File: config.mk
export PLATFORM = sky130hd
export DESIGN_NAME = dbg_mem_bridge
export DESIGN_NICKNAME = d
export VERILOG_FILES = /design/src/rtl/dbg_mem_bridge_pkg.sv /design/src/rtl/dbg_mem_bridge_lane_align.sv /design/src/rtl/dbg_mem_bridge.sv
export SDC_FILE = /design/constraint.sdc
export NUM_CORES = 1
export LEC_CHECK = 0
export BUFFER_PORTS_ARGS = -buffer_cell sky130_fd_sc_hd__buf_2
export CAP_MARGIN = 15
export CORE_MARGIN = 2
export CORE_UTILIZATION = 25
export DETAILED_ROUTE_END_ITERATION = 12
export PLACE_DENSITY = 0.5
export SYNTH_ARGS = -nofsm -noshare
export SYNTH_HDL_FRONTEND = slang
export SYNTH_SLANG_ARGS = --single-unit
File: constraint.sdc
create_clock -name clk -period 7.43 [get_ports clk]
set_input_delay 0.3715 -clock clk [delete_from_list [all_inputs] [get_ports clk]]
set_output_delay 0.3715 -clock clk [all_outputs]
set_load 0.1 [all_outputs]
File: src/rtl/dbg_mem_bridge_pkg.sv
// Shared types for the debug memory bridge: error codes, FSM states, strobe decode.
package debug_pkg;

  typedef enum logic [1:0] {
    MERR_NONE    = 2'd0,
    MERR_ALIGN   = 2'd1,
    MERR_BUS     = 2'd2,
    MERR_TIMEOUT = 2'd3
  } mem_err_e;

  typedef enum logic [1:0] {
    ST_IDLE = 2'd0,
    ST_REQ  = 2'd1,
    ST_RESP = 2'd2,
    ST_DONE = 2'd3
  } bridge_state_e;

  // Returns {legal, offset}; offset is the lowest enabled byte lane.
  function automatic logic [2:0] strobe_offset(input logic [3:0] st);
    logic [2:0] res;
    res = 3'b000;
    case (st)
      4'b0001: res = 3'b100;
      4'b0010: res = 3'b101;
      4'b0100: res = 3'b110;
      4'b1000: res = 3'b111;
      4'b0011: res = 3'b100;
      4'b1100: res = 3'b110;
      4'b1111: res = 3'b100;
      default: res = 3'b000;
    endcase
    return res;
  endfunction

endpackage

File: src/rtl/dbg_mem_bridge_lane_align.sv
// Combinational byte-lane steering: write data shifted into lane position,
// read data extracted from its lanes, masked to access size and zero-extended.
module dbg_mem_lane_align (
  input  logic [1:0]  wr_off_i,
  input  logic [31:0] wr_data_i,
  output logic [31:0] wr_data_o,
  input  logic [1:0]  rd_off_i,
  input  logic [3:0]  rd_be_i,
  input  logic [31:0] rd_data_i,
  output logic [31:0] rd_data_o
);

  logic [3:0]  lane_mask;
  logic [31:0] byte_mask;

  always_comb begin
    wr_data_o = wr_data_i << {wr_off_i, 3'b000};
    // Shifting the strobe down by the offset yields the right-aligned size mask.
    lane_mask = rd_be_i >> rd_off_i;
    byte_mask = '0;
    for (int i = 0; i < 4; i++) begin
      byte_mask[8*i +: 8] = {8{lane_mask[i]}};
    end
    rd_data_o = (rd_data_i >> {rd_off_i, 3'b000}) & byte_mask;
  end

endmodule

File: src/rtl/dbg_mem_bridge.sv
// Converts one dm abstract memory command into a single req/gnt/rvalid bus transaction.
// Request launches the cycle after en is sampled; gnt/rvalid may stall up to TIMEOUT_CYCLES.
module dbg_mem_bridge
  import debug_pkg::*;
#(
  parameter int TIMEOUT_CYCLES = 256
) (
  input  logic        clk,
  input  logic        rst,
  input  logic        am_en_i,
  input  logic        am_wr_i,
  input  logic [3:0]  am_st_i,
  input  logic [31:0] am_ad_i,
  input  logic [31:0] am_di_i,
  output logic [31:0] am_do_o,
  output logic        am_done_o,
  output logic [1:0]  am_err_o,
  output logic        mem_req_o,
  output logic        mem_we_o,
  output logic [3:0]  mem_be_o,
  output logic [31:0] mem_addr_o,
  output logic [31:0] mem_wdata_o,
  input  logic        mem_gnt_i,
  input  logic        mem_rvalid_i,
  input  logic [31:0] mem_rdata_i,
  input  logic        mem_err_i
);

  localparam int TO_W = $clog2(TIMEOUT_CYCLES + 1);
  localparam logic [TO_W-1:0] TO_LAST = TO_W'(TIMEOUT_CYCLES - 1);

  bridge_state_e   state_q, state_d;
  mem_err_e        err_q, err_d;
  logic [1:0]      off_q, off_d;
  logic            req_q, req_d;
  logic            we_q, we_d;
  logic [3:0]      be_q, be_d;
  logic [31:0]     addr_q, addr_d;
  logic [31:0]     wdata_q, wdata_d;
  logic [31:0]     do_q, do_d;
  logic            done_q, done_d;
  logic [TO_W-1:0] cnt_q, cnt_d;

  logic [2:0]  st_dec;
  logic        cmd_legal;
  logic        capture;
  logic        timed_out;
  logic [31:0] wdata_shifted;
  logic [31:0] rdata_aligned;

  dbg_mem_lane_align u_align (
    .wr_off_i  (am_ad_i[1:0]),
    .wr_data_i (am_di_i),
    .wr_data_o (wdata_shifted),
    .rd_off_i  (off_q),
    .rd_be_i   (be_q),
    .rd_data_i (mem_rdata_i),
    .rd_data_o (rdata_aligned)
  );

  assign st_dec    = strobe_offset(am_st_i);
  assign cmd_legal = st_dec[2] && (st_dec[1:0] == am_ad_i[1:0]);
  assign timed_out = (cnt_q == TO_LAST);

  always_comb begin
    state_d = state_q;
    err_d   = err_q;
    off_d   = off_q;
    req_d   = req_q;
    we_d    = we_q;
    be_d    = be_q;
    addr_d  = addr_q;
    wdata_d = wdata_q;
    do_d    = do_q;
    done_d  = done_q;
    cnt_d   = cnt_q;
    capture = 1'b0;

    case (state_q)
      ST_IDLE: begin
        if (am_en_i) begin
          err_d = MERR_NONE;
          if (cmd_legal) begin
            state_d = ST_REQ;
            done_d  = 1'b0;
            req_d   = 1'b1;
            we_d    = am_wr_i;
            be_d    = am_st_i;
            off_d   = am_ad_i[1:0];
            addr_d  = {am_ad_i[31:2], 2'b00};
            wdata_d = wdata_shifted;
            cnt_d   = '0;
          end else begin
            state_d = ST_DONE;
            err_d   = MERR_ALIGN;
            done_d  = 1'b1;
          end
        end
      end
      ST_REQ: begin
        cnt_d = cnt_q + TO_W'(1);
        if (mem_gnt_i) begin
          req_d = 1'b0;
          if (mem_rvalid_i) begin
            capture = 1'b1;
            state_d = ST_DONE;
            done_d  = 1'b1;
          end else begin
            state_d = ST_RESP;
          end
        end else if (timed_out) begin
          req_d   = 1'b0;
          err_d   = MERR_TIMEOUT;
          state_d = ST_DONE;
          done_d  = 1'b1;
        end
      end
      ST_RESP: begin
        cnt_d = cnt_q + TO_W'(1);
        if (mem_rvalid_i) begin
          capture = 1'b1;
          state_d = ST_DONE;
          done_d  = 1'b1;
        end else if (timed_out) begin
          err_d   = MERR_TIMEOUT;
          state_d = ST_DONE;
          done_d  = 1'b1;
        end
      end
      ST_DONE: begin
        // Held enable must not retrigger; dm has to drop it first.
        if (!am_en_i) begin
          state_d = ST_IDLE;
        end
      end
      default: state_d = ST_IDLE;
    endcase

    if (capture) begin
      if (mem_err_i) begin
        err_d = MERR_BUS;
      end else if (!we_q) begin
        do_d = rdata_aligned;
      end
    end
  end

  always_ff @(posedge clk or posedge rst) begin
    if (rst) begin
      state_q <= ST_IDLE;
      err_q   <= MERR_NONE;
      off_q   <= '0;
      req_q   <= 1'b0;
      we_q    <= 1'b0;
      be_q    <= '0;
      addr_q  <= '0;
      wdata_q <= '0;
      do_q    <= '0;
      done_q  <= 1'b1;
      cnt_q   <= '0;
    end else begin
      state_q <= state_d;
      err_q   <= err_d;
      off_q   <= off_d;
      req_q   <= req_d;
      we_q    <= we_d;
      be_q    <= be_d;
      addr_q  <= addr_d;
      wdata_q <= wdata_d;
      do_q    <= do_d;
      done_q  <= done_d;
      cnt_q   <= cnt_d;
    end
  end

  assign am_do_o     = do_q;
  assign am_done_o   = done_q;
  assign am_err_o    = err_q;
  assign mem_req_o   = req_q;
  assign mem_we_o    = we_q;
  assign mem_be_o    = be_q;
  assign mem_addr_o  = addr_q;
  assign mem_wdata_o = wdata_q;

endmodule

==> impl_metrics.json, run 1 <==
{
  "grtUsageTotal": 0.136,
  "yosysMostFrequentCell": "dfrtp_1",
  "grt_pass1_vias": 4673,
  "setup_viol": 0,
  "crit_arrival_ns": 3.06,
  "rr_worst_depth": 7,
  "critical_path.startpoint": "state_q[0]$_DFFE_PP0P_",
  "reg2reg_from": "state_q[0]$_DFFE_PP0P_",
  "synth_warnings": 0,
  "viasPerCell": 4.44,
  "maxCapViolCount": 0,
  "hold_buffers": 0,
  "startpoint_type": "register",
  "synth_flop_cell": "dfrtp_1",
  "firstDrtPassIters": 4,
  "io_buffers": 209,
  "ctsHtreeMaxLevel": 4,
  "seq_area_frac_synth": 0.494,
  "cts_resized": 0,
  "instances_no_fill": 1089,
  "initial_utilization": 0.253,
  "grt_max_degree": 74,
  "crit_required_ns": 7.72,
  "fin_nets": 871,
  "worst-slew-pin-transition_ns": 0.993,
  "final_hold_viol_count": 0,
  "routed_wl_um": 16900,
  "dpl.cell_count": 1057,
  "fin_util": 0.337,
  "drc_errors": 0,
  "synth_edf_count": 0,
  "clock-skew-final_ns": 0.00940,
  "crit_fanout": 62,
  "path_clk_slew_ns": 0.05,
  "worstPathCellList": "inv_1 > ha_1 > nand2_1 > a211oi_4 > nor2_4 > buf_4 > mux2_2",
  "synthArstFlopShare": 1.00,
  "drv_slew": 0,
  "slew_headroom": 0.338,
  "syn_inst": 555,
  "rsz0062_at_grt": "false",
  "final_antenna_net_count": 0,
  "critPathKind": "reg -> reg",
  "yosysTopAreaCell": "dfrtp_1",
  "final.period_utilization": 0.373,
  "dr.first_iter.drc_count": 267,
  "fp.dieW_um": 157,
  "yosysTopAreaCellShare": 0.489,
  "root_buffer": "clkbuf_16",
  "postCtsSetupRepairBufs": 0,
  "antenna_found_initial": 2,
  "hold_ws_ns": 0.0168,
  "rr_endpoint": "mem_wdata_o[31]$_DFFE_PP0P_",
  "syn_to_final_growth_pct": 33.4,
  "crit_slowest_cell": "buf_4",
  "clockBufferDepth": 2,
  "vias": 4831,
  "avgRoutedWirePerCell_um": 15.5,
  "cpPeakStageDelay_ns": 0.73,
  "finalCriticalPeriod_ns": 2.77,
  "cts-buffers-inserted": 17,
  "ys_types": 45,
  "min_path_type": "in -> async",
  "fillers": 2451,
  "cts_tree": "done",
  "syn_avg_cell_area_um2": 10.6,
  "synthTopCellsByArea": "dfrtp_1, mux2_2, mux2i_1",
  "worst-r2r-setup-slack_ns": 4.66,
  "place_congestion": 0.755,
  "drive_above_1_share": 0.410,
  "tns_ns": 0,
  "core_um2": 23300,
  "grt_pass1_wl_um": 25800,
  "clock_latency_ns": 0.41,
  "synth.top_cells.by_count": "dfrtp_1, nand2_1, mux2_2",
  "clock.fmax_mhz": 360,
  "synth-seq-cells": 116,
  "dieArea_um2": 24800,
  "netlist_area_um2": 5880,
  "clock_sinks": 116,
  "dieHeight_um": 157,
  "rows": 56,
  "grt_remaining_overflow": 0,
  "ios": 212,
  "dp_hpwl_um": 12100,
  "cp-end-kind": "register",
  "status": "completed"
}
logic make-up after synthesis:
group                    count (synthesis)  share of synthesized area
adder cells (fa/ha/maj)                  7                     0.0149
other                                    1                   0.000637
flip-flops                             116                      0.494
AO/OA/AOI/OAI                          126                      0.140
AND/OR/NAND/NOR                        143                      0.110
buffers and inverters                   58                     0.0434
multiplexers                           104                      0.198
worst max-delay path, delay by kind of cell (launching register included):
kind / cells / cell delay, ns
simple gates: 2 / 0.48
mux: 1 / 0.41
flops: 1 / 0.46
buf+inv: 2 / 0.83
compound gates: 1 / 0.12
fa+ha+maj: 1 / 0.27
state kept, by name (all words and copies together), names as in the netlist:
name and count:
am_do_o 32, off_q 2, mem_wdata_o 32, am_err_o 2
am_done_o 1, mem_be_o 4, cnt_q 9, mem_req_o 1
mem_addr_o 30, state_q 2, mem_we_o 1
metrics by stage:
stage                     instance area (um^2)  worst slack [ns]
final                                     7850              4.66
after floorplan                           5890              3.99
after detailed placement                  7220              4.24
after global placement                    7220              4.33
after global routing                      7840              4.41
after CTS                                 7840              4.63
worst max path at each step:
stage,endpoint
detailed placement,mem_addr_o[7]$_DFFE_PP0P_
floorplan,am_do_o[0]$_DFFE_PP0P_
CTS,mem_addr_o[7]$_DFFE_PP0P_
global route,mem_wdata_o[31]$_DFFE_PP0P_
global placement,mem_addr_o[24]$_DFFE_PP0P_
finish,mem_wdata_o[31]$_DFFE_PP0P_
metal layers:
metal	GRT usage	up-vias	routed length, um	share of wire
met5	0	-	0	0
met4	0.0446	0	238	0.014
met3	0.0485	19	1350	0.080
met2	0.214	166	7820	0.46
met1	0.173	2290	7520	0.44
li1	-	2356	-	-
final cells by class:
| cell class | count | area (um^2) | area share |
|---|---|---|---|
| antenna | 2 | 5.00 | 0.000638 |
| inverter | 26 | 100 | 0.0128 |
| clock inverter | 9 | 151 | 0.0193 |
| tap | 319 | 399 | 0.0509 |
| timing repair buffer | 214 | 1080 | 0.138 |
| clock buffer | 21 | 470 | 0.0599 |
| multi-input combinational | 382 | 2730 | 0.348 |
| sequential | 116 | 2900 | 0.370 |
cells in the final DEF (no fill, tap or decap), drive strengths merged, types with 2 or more instances in the layout:
cell type / synthesis / layout
buf: 17 / 214
dfrtp: 115 / 115
nand2: 74 / 74
mux2: 62 / 62
mux2i: 42 / 42
o21ai: 40 / 40
nor2: 28 / 28
inv: 26 / 27
a21oi: 24 / 24
nor2b: 23 / 23
clkbuf: 15 / 21
a211oi: 19 / 19
a22o: 15 / 15
o31ai: 8 / 8
ha: 7 / 7
o22ai: 6 / 6
nand3: 4 / 4
or2: 4 / 4
bufinv: 0 / 4
nor3b: 3 / 3
a31oi: 3 / 3
clkinv: 0 / 3
diode: 0 / 2
o211ai: 2 / 2
a21o: 2 / 2
nand2b: 2 / 2
o311ai: 2 / 2
conb: 1 / 2
Power of run 1 is not shown: default switching activity piles up to over one toggle a cycle in this logic, so the estimate is an artifact.
==> run 2, diff against run 1 <==
clock period = 2.6 ns   (was 7.43 ns; I/O delays follow)
==> run 2 against run 1 <==
Count of clock-buffer cells in the layout fell by 1; clock skew is 0.0013 ns higher; core utilization grew 2.8 points; register-to-register slack worse by 4.3 ns; die area is the same; cell count rose by 5.6%; sequential share of layout area down 2.9 points; hold slack better by 0.0014 ns; non-clock buffer count increased by 61; final area rose by 8.4%; critical path type unchanged.
==> impl_metrics.json, run 2 (synthesis gave the netlist of run 1 again) <==
{
  "firstDrtPassIters": 4,
  "crit_slowest_cell": "dfrtp_1",
  "maxCapViolCount": 0,
  "ios": 212,
  "grt_pass1_wl_um": 26900,
  "setup_viol": 0,
  "postCtsSetupRepairBufs": 0,
  "fin_ws_ns": 0.334,
  "cpPeakStageDelay_ns": 0.43,
  "dpl.cell_count": 1070,
  "startpoint_type": "register",
  "final_antenna_net_count": 0,
  "rows": 56,
  "slew_headroom": 0.563,
  "final_hold_viol_count": 0,
  "ff_latch_area_um2": 2900,
  "dieHeight_um": 157,
  "finalCriticalPeriod_ns": 2.27,
  "dieArea_um2": 24800,
  "crit_arrival_ns": 2.56,
  "viasPerCell": 4.38,
  "clock.fmax_mhz": 441,
  "worstPathCellList": "inv_1 > ha_1 > nand2_1 > nor2_1 > nor2_4 > buf_4 > mux2_2",
  "tns_ns": 0,
  "initial_utilization": 0.253,
  "grt_max_degree": 64,
  "crit_fanout": 9,
  "syn_to_final_growth_pct": 44.5,
  "place_congestion": 0.808,
  "fp.dieW_um": 157,
  "final.period_utilization": 0.872,
  "clock-skew-final_ns": 0.0107,
  "vias": 5042,
  "final_cell_mix": "buf_2, dfrtp_1, nand2_1",
  "place_ws_ns": 0.277,
  "critPathKind": "reg -> reg",
  "path_clk_slew_ns": 0.05,
  "cp-end-kind": "register",
  "dr.first_iter.drc_count": 231,
  "drv_slew": 0,
  "clock_sinks": 116,
  "status": "completed",
  "ctsHtreeMaxLevel": 4,
  "grt_remaining_overflow": 0,
  "dp_hpwl_um": 12300,
  "grt_pass1_vias": 5068,
  "final_common_cell": "buf_2",
  "crit_required_ns": 2.89,
  "min_from": "am_st_i[1]",
  "fin_nets": 932,
  "multiInputGateArea_um2": 2730,
  "min_path_type": "in -> reg",
  "core_um2": 23300,
  "drive_above_1_share": 0.398,
  "cts_tree": "done",
  "drc_errors": 0,
  "io_buffers": 209,
  "critical_path.startpoint": "state_q[0]$_DFFE_PP0P_",
  "clockBufferDepth": 2,
  "antenna_cells": 0,
  "instances_no_fill": 1150,
  "grtUsageTotal": 0.140,
  "root_buffer": "clkbuf_16",
  "cts-buffers-inserted": 17,
  "rsz0062_at_grt": "false",
  "routed_wl_um": 17200,
  "avgRoutedWirePerCell_um": 15.0,
  "reg2reg_from": "state_q[0]$_DFFE_PP0P_",
  "antenna_found_initial": 0,
  "fillers": 2356,
  "worst-slew-pin-transition_ns": 0.653,
  "clock_latency_ns": 0.42
}
-- run 2: cell count changes in the layout (fill, tap and decap cells not counted) --
cell	delta
dlygate4sd3_1	+48
buf_4	+10
buf_12	+3
clkinvlp_4	+3
diode_2	-2
bufinv_16	+1
clkbuf_1	-1
clkinv_2	-1
clkinv_4	+1
inv_4	-1
-- run 2: cell type report --
class / count / share of cell area
well taps: 319 / 0.0469
multi-input cells: 382 / 0.321
inverters: 26 / 0.0119
clock inverters: 12 / 0.0235
repair buffers: 275 / 0.200
clock buffers: 20 / 0.0549
flip-flops and latches: 116 / 0.341
-- run 2: repair_timing --
action,CTS,global route
gates resized for setup,0,0
hold endpoints to repair,115,0
hold buffers,48,0
-- run 2: final timing paths --
check                                            end  slack, ns  cells after the start
setup reg to reg                off_q[1]$_DFFE_PP0P_       0.33                      7
min in group asynchronous  mem_addr_o[8]$_DFFE_PP0P_       0.19                      3
hold reg to reg              am_do_o[27]$_DFFE_PP0P_       0.47                      2
hold / removal               mem_be_o[1]$_DFFE_PP0P_       0.02                      2
setup / recovery                off_q[1]$_DFFE_PP0P_       0.33                      7
max in group asynchronous       off_q[0]$_DFFE_PP0P_       1.55                      4
-- run 2: worst max-delay path: cells and delay by family, from the launching register on --
family,cells,cell delay (ns)
and+or+nand+nor,3,0.74
DFF,1,0.43
buffers and inverters,2,0.36
muxes,1,0.35
adders and majority gates,1,0.27
-- run 2: metrics by stage --
step / util / hold slack [ns] / instance area (um^2)
after floorplan: - / 0.260 / 5890
after global placement: 0.316 / 0.0686 / 7360
after detailed placement: 0.316 / 0.0625 / 7360
after CTS: 0.366 / 0.00386 / 8500
after global routing: 0.366 / 0.0164 / 8500
final: 0.366 / 0.0181 / 8500
-- run 2: layer usage --
layer | up-vias | routed length, um | track usage
met3 | 19 | 1030 | 0.0383
met1 | 2401 | 8110 | 0.183
li1 | 2479 | - | -
met2 | 143 | 7810 | 0.222
met5 | - | 0 | 0
met4 | 0 | 254 | 0.0455
Power of run 2 is left out for the same reason.
